## src/rtl/macc_pkg.sv

```systemverilog
// Shared constants and helpers for the MACC accumulation stage that follows the
// radix-4 Booth multiplier.
package macc_pkg;

  localparam int PROD_W    = 15;
  localparam int MUL_LAT   = 8;
  localparam int KLEN_DEF  = 9;
  localparam int ACC_W_DEF = 20;
  localparam int OUT_W_DEF = 16;

  localparam logic signed [OUT_W_DEF-1:0] SAT_MAX = {1'b0, {(OUT_W_DEF-1){1'b1}}};
  localparam logic signed [OUT_W_DEF-1:0] SAT_MIN = {1'b1, {(OUT_W_DEF-1){1'b0}}};

  typedef enum logic [1:0] {
    SAT_NONE,
    SAT_POS,
    SAT_NEG
  } sat_e;

  // Classifies a wide signed sum against the range of an out_w-bit signed result.
  function automatic sat_e sat(input logic signed [31:0] v, input int out_w);
    logic signed [31:0] hi;
    logic signed [31:0] lo;
    hi = (32'sd1 <<< (out_w - 1)) - 32'sd1;
    lo = -hi - 32'sd1;
    if (v > hi)      return SAT_POS;
    else if (v < lo) return SAT_NEG;
    else             return SAT_NONE;
  endfunction

endpackage

```

## src/rtl/macc_vld_pipe.sv

```systemverilog
// Delay line that carries op_valid alongside the multiplier latency, so the
// accumulator knows which product cycles are real.
module macc_vld_pipe
  import macc_pkg::*;
#(
  parameter int DEPTH = MUL_LAT
) (
  input  logic clk,
  input  logic clr_i,
  input  logic vld_i,
  output logic vld_o
);

  logic [DEPTH-1:0] sr_q;
  logic [DEPTH-1:0] sr_d;

  always_comb begin
    sr_d    = sr_q << 1;
    sr_d[0] = vld_i;
  end

  // NOTE: state registers use non-blocking assignments so every flop samples pre-edge values.
  always_ff @(posedge clk) begin
    if (clr_i) sr_q <= '0;
    else       sr_q <= sr_d;
  end

  assign vld_o = sr_q[DEPTH-1];

endmodule

```

## src/rtl/macc_accum.sv

```systemverilog
// Window accumulator: sums KLEN products from the Booth multiplier and presents
// one saturated result per window on a valid/ready output.
module macc_accum
  import macc_pkg::*;
#(
  parameter int KLEN  = KLEN_DEF,
  parameter int ACC_W = ACC_W_DEF,
  parameter int OUT_W = OUT_W_DEF
) (
  input  logic                     clk,
  input  logic                     rst,
  input  logic                     op_valid,
  input  logic                     flush,
  input  logic signed [PROD_W-1:0] prod,
  output logic signed [OUT_W-1:0]  out_data,
  output logic                     out_valid,
  input  logic                     out_ready,
  output logic                     out_sat,
  output logic                     drop_err,
  output logic [$clog2(KLEN)-1:0]  tap_cnt
);

  localparam int TAP_W = $clog2(KLEN);
  localparam logic [TAP_W-1:0]       LAST_TAP = TAP_W'(KLEN - 1);
  localparam logic signed [OUT_W-1:0] OUT_MAX = {1'b0, {(OUT_W-1){1'b1}}};
  localparam logic signed [OUT_W-1:0] OUT_MIN = {1'b1, {(OUT_W-1){1'b0}}};

  logic                    prod_vld;
  logic signed [ACC_W-1:0] acc_q, acc_d, acc_base, sum;
  logic [TAP_W-1:0]        tap_q, tap_d;
  logic signed [OUT_W-1:0] data_q, data_d;
  logic                    valid_q, valid_d;
  logic                    sat_q, sat_d;
  logic                    drop_q, drop_d;
  sat_e                    sat_k;

  // Flush also empties the delay line, so products already inside Mul are ignored.
  macc_vld_pipe #(.DEPTH(MUL_LAT)) u_vld_pipe (
    .clk   (clk),
    .clr_i (rst | flush),
    .vld_i (op_valid),
    .vld_o (prod_vld)
  );

  always_comb begin
    // NOTE: every variable gets its hold value first so no branch leaves it unassigned (no latch).
    acc_d   = acc_q;
    tap_d   = tap_q;
    data_d  = data_q;
    sat_d   = sat_q;
    valid_d = valid_q;
    drop_d  = drop_q;

    acc_base = (tap_q == '0) ? '0 : acc_q;
    sum      = acc_base + ACC_W'(prod);
    sat_k    = sat(32'(sum), OUT_W);

    if (valid_q && out_ready) valid_d = 1'b0;

    if (flush) begin
      acc_d = '0;
      tap_d = '0;
    end else if (prod_vld) begin
      acc_d = sum;
      if (tap_q == LAST_TAP) begin
        tap_d = '0;
        if (valid_q && !out_ready) begin
          drop_d = 1'b1;
        end else begin
          valid_d = 1'b1;
          sat_d   = (sat_k != SAT_NONE);
          case (sat_k)
            SAT_POS: data_d = OUT_MAX;
            SAT_NEG: data_d = OUT_MIN;
            default: data_d = sum[OUT_W-1:0];
          endcase
        end
      end else begin
        tap_d = tap_q + 1'b1;
      end
    end
  end

  always_ff @(posedge clk) begin
    if (rst) begin
      acc_q   <= '0;
      tap_q   <= '0;
      data_q  <= '0;
      valid_q <= 1'b0;
      sat_q   <= 1'b0;
      drop_q  <= 1'b0;
    end else begin
      acc_q   <= acc_d;
      tap_q   <= tap_d;
      data_q  <= data_d;
      valid_q <= valid_d;
      sat_q   <= sat_d;
      drop_q  <= drop_d;
    end
  end

  assign out_data  = data_q;
  assign out_valid = valid_q;
  assign out_sat   = sat_q;
  assign drop_err  = drop_q;
  assign tap_cnt   = tap_q;

endmodule
```

## config.mk

```make
export PLATFORM = sky130hd
export DESIGN_NAME = macc_accum
export DESIGN_NICKNAME = d
export VERILOG_FILES = /design/src/rtl/macc_pkg.sv /design/src/rtl/macc_vld_pipe.sv /design/src/rtl/macc_accum.sv
export SDC_FILE = /design/constraint.sdc
export NUM_CORES = 1
export LEC_CHECK = 0
export ABC_CLOCK_PERIOD_IN_PS = 4500
export BUFFER_PORTS_ARGS = -buffer_cell sky130_fd_sc_hd__buf_2
export CORE_MARGIN = 8
export CORE_UTILIZATION = 42
export DETAILED_ROUTE_END_ITERATION = 16
export GPL_TIMING_DRIVEN = 0
export HOLD_SLACK_MARGIN = 0.12
export SYNTH_ARGS = -nofsm -noshare
export SYNTH_HDL_FRONTEND = slang
export SYNTH_SLANG_ARGS = --single-unit
```

## constraint.sdc

```tcl
create_clock -name clk -period 4.5 [get_ports clk]
set_input_delay 0.45 -clock clk [delete_from_list [all_inputs] [get_ports clk]]
set_output_delay 0.45 -clock clk [all_outputs]
set_load 0.03 [all_outputs]
```

==> flow_summary.ini <==
[run_status]
status = finished clean

[placement]
pre_cts_slack_ns = -0.677
dpl_cell_area_um2 = 3590
placedCellCount = 518
hpwl_um = 6140
gp_congestion = 0.909
port_buffers = 41

[die]
die_area_um2 = 10800
core_area_um2 = 7610
rows = 32
die_w_um = 104
start_util_pct = 42.8
die_h_um = 104
pin_count = 43

[yosys]
yosysWarnings = 0
synth_edf_count = 0
ys_ff_latch = 51
synth_area_um2 = 3250
synth-seq-area-share_pct = 31.4
synth_area_leaders = dfxtp_1 (31%), ha_1 (8.1%), nand2_1 (4.7%), mux2i_1 (4.6%), nor2_1 (4.4%)
syn_inst = 375
synthArstFlopShare_pct = 0
synth_top_cell_by_area = dfxtp_1
synth_ff_type = dfxtp_1
avgSynthCellArea_um2 = 8.68
syn-num-nets = 417
ys_types = 65
yosysTopAreaCellShare_pct = 31.4

[power]
power.total_mw = 0.868
peakVddDrop_mv = 0.145
leakage_nw = 1.53
power_density_nw_per_um2 = 234

[drt]
routed_via_density = 5.31
wl_um = 8030
dr.pass1.iters = 4
drtIter0Drc = 149
drt_drc_violations_left = 0
wire_per_inst_um = 15.3
vias = 2786
ant_nets = 0

[timing]
timing.final.crit_period_ns = 4.18
setup-tns-final_ns = 0
worstMarginPinSlew_ns = 0.955
rsz0062_at_grt = no
finClkSkew_ns = 0.00519
finalHoldViolCount = 0
drv_slew = 0
fin_crit_sh_pct = 92.9
slew_headroom_pct = 36.3
setup_violations = 0
fin_ws_ns = 0.319
clock.fmax_mhz = 239

[clock_tree]
clkLatencyLatePin_ns = 0.31
clk_transition_reported_paths_ns = 0.10
postCtsSetupRepairBufs = 0
clock_path_buffers = 2
cts-root-buf = clkbuf_8
tritoncts = done
htree_levels = 2
cts_made_buffers = 5
cts.sinks = 51

[finish]
stdcell_count = 525
drive_gt1_share_pct = 20.1
diodes = 0
fill_cells = 770
syn_to_final_growth_pct = 14.0
num-nets-final = 464
design_area_um2 = 3710

[grt]
globalRouteOverflowTotal = 0
grt_pass1_wl_um = 13400
grtUsageTotal_pct = 14.9
grt_max_degree = 18
antenna_found_initial = 0
grt_pass1_vias = 2691

[setup_path]
endpoint_kind = register
startpoint_type = register
worstPathMaxFanout = 19
arrival_ns = 4.36
critPathRequiredTime_ns = 4.67
critical_path_class = register to register

[run]
cap_violations = 0

[hold_path]
hp-class = input pin to register
==> power breakdown <==
part | switching [mW] | internal, mW
registers | 0.0000846 | 0.452
logic | 0.0533 | 0.0301
clock network | 0.165 | 0.168
==> flip-flops by register name, indices dropped and copies added, names as in the netlist <==
register	count
out_sat	1
tap_cnt	4
u_vld_pipe.sr_q	8
out_data	16
out_valid	1
acc_q	20
drop_err	1
==> path summary, 6_finish.rpt <==
path,startpoint,slack (ns),end,cells past startpoint
worst max register to register,tap_cnt[0],0.32,out_data[3],15
worst min register to register,u_vld_pipe.sr_q[5],0.44,u_vld_pipe.sr_q[6],1
worst min-delay path,op_valid,0.33,u_vld_pipe.sr_q[0],2
worst max-delay path,tap_cnt[0],0.32,out_data[3],15
==> critical path, stage by stage, from the launching register on <==
cell	delay [ns]
dfxtp_1	0.35
inv_1	0.09
ha_1	0.19
nor3b_2	0.29
clkbuf_4	0.39
nor2b_1	0.09
ha_1	0.23
fa_1	0.43
a211o_1	0.35
a21oi_2	0.26
a21o_1	0.21
o31ai_1	0.09
o31a_4	0.32
a41oi_2	0.34
buf_4	0.28
o211ai_1	0.11
==> cells by family after synthesis <==
group | share of synthesized area (%)
compound gates | 25.0
xor+xnor | 3.23
fa+ha+maj | 8.69
buf+inv | 4.34
flops | 31.4
mux | 4.96
simple gates | 22.5
==> timing repair <==
| action | 4_1_cts | 5_1_grt |
|---|---|---|
| endpoints found under the hold margin | 0 | 0 |
| setup endpoints to repair | 21 | 17 |
| gates resized for setup | 5 | 0 |
| pin swaps | 0 | 1 |
| hold buffers | 0 | 0 |
==> area by class of cell <==
cell class / instances / area (um^2) / area share (%)
buffer: 20 / 108 / 2.90
sequential: 51 / 1020 / 27.5
inverter: 9 / 33.8 / 0.910
clock buffer: 5 / 68.8 / 1.85
multi-input combinational: 294 / 2100 / 56.6
tap: 102 / 128 / 3.44
clock inverter: 3 / 46.3 / 1.25
timing repair buffer: 41 / 205 / 5.53
==> cells in the mapped netlist (all sizes together) (2+ instances only) <==
cell type and n:
ha 21, a31oi 4, and3 6, a21o 8, a41oi 2, xor2 8
o211ai 14, o21bai 5, xnor2 4, inv 9, buf 5, nor3 6
o311ai 8, nor2 38, clkbuf 16, nand4 5, nand2 41, nand2b 2
and2 9, a21oi 22, nand3b 2, nor2b 22, dfxtp 51, nand3 2
nor3b 2, o21a 4, a211oi 11, mux2i 15, o21ai 11
==> routing by layer <==
metal	vias to the layer above	wire [um]	GRT usage, %	part of all wire (%)
met1	1281	3780	18.7	47
met5	-	0	0	0
met4	0	92	4.96	1.1
li1	1448	-	-	-
met3	6	339	2.97	4.2
met2	51	3820	24.7	48
==> per-stage QoR <==
| step | utilization (%) | hold slack [ns] |
|---|---|---|
| after global placement | 47.2 | 0.411 |
| after floorplan | - | 0.406 |
| after detailed placement | 47.2 | 0.413 |
| after global routing | 48.8 | 0.327 |
| after CTS | 48.8 | 0.324 |
| final | 48.8 | 0.334 |
==> placed cells by master, fill, tap and decap left out, types with 3 or more instances in the layout <==
| cell | instances |
|---|---|
| a211oi_1 | 10 |
| a21o_1 | 7 |
| a21oi_1 | 20 |
| a31oi_1 | 4 |
| and2_1 | 9 |
| and3_1 | 3 |
| buf_2 | 42 |
| clkbuf_1 | 13 |
| clkbuf_8 | 5 |
| dfxtp_1 | 51 |
| ha_1 | 21 |
| inv_1 | 9 |
| mux2i_1 | 15 |
| nand2_1 | 41 |
| nand4_1 | 4 |
| nor2_1 | 38 |
| nor2b_1 | 22 |
| nor3_1 | 6 |
| o211ai_1 | 4 |
| o211ai_2 | 10 |
| o21a_1 | 4 |
| o21ai_0 | 11 |
| o21bai_1 | 5 |
| o311ai_1 | 5 |
| xnor2_1 | 4 |
| xor2_1 | 8 |
(Power assumes the default switching activity.)
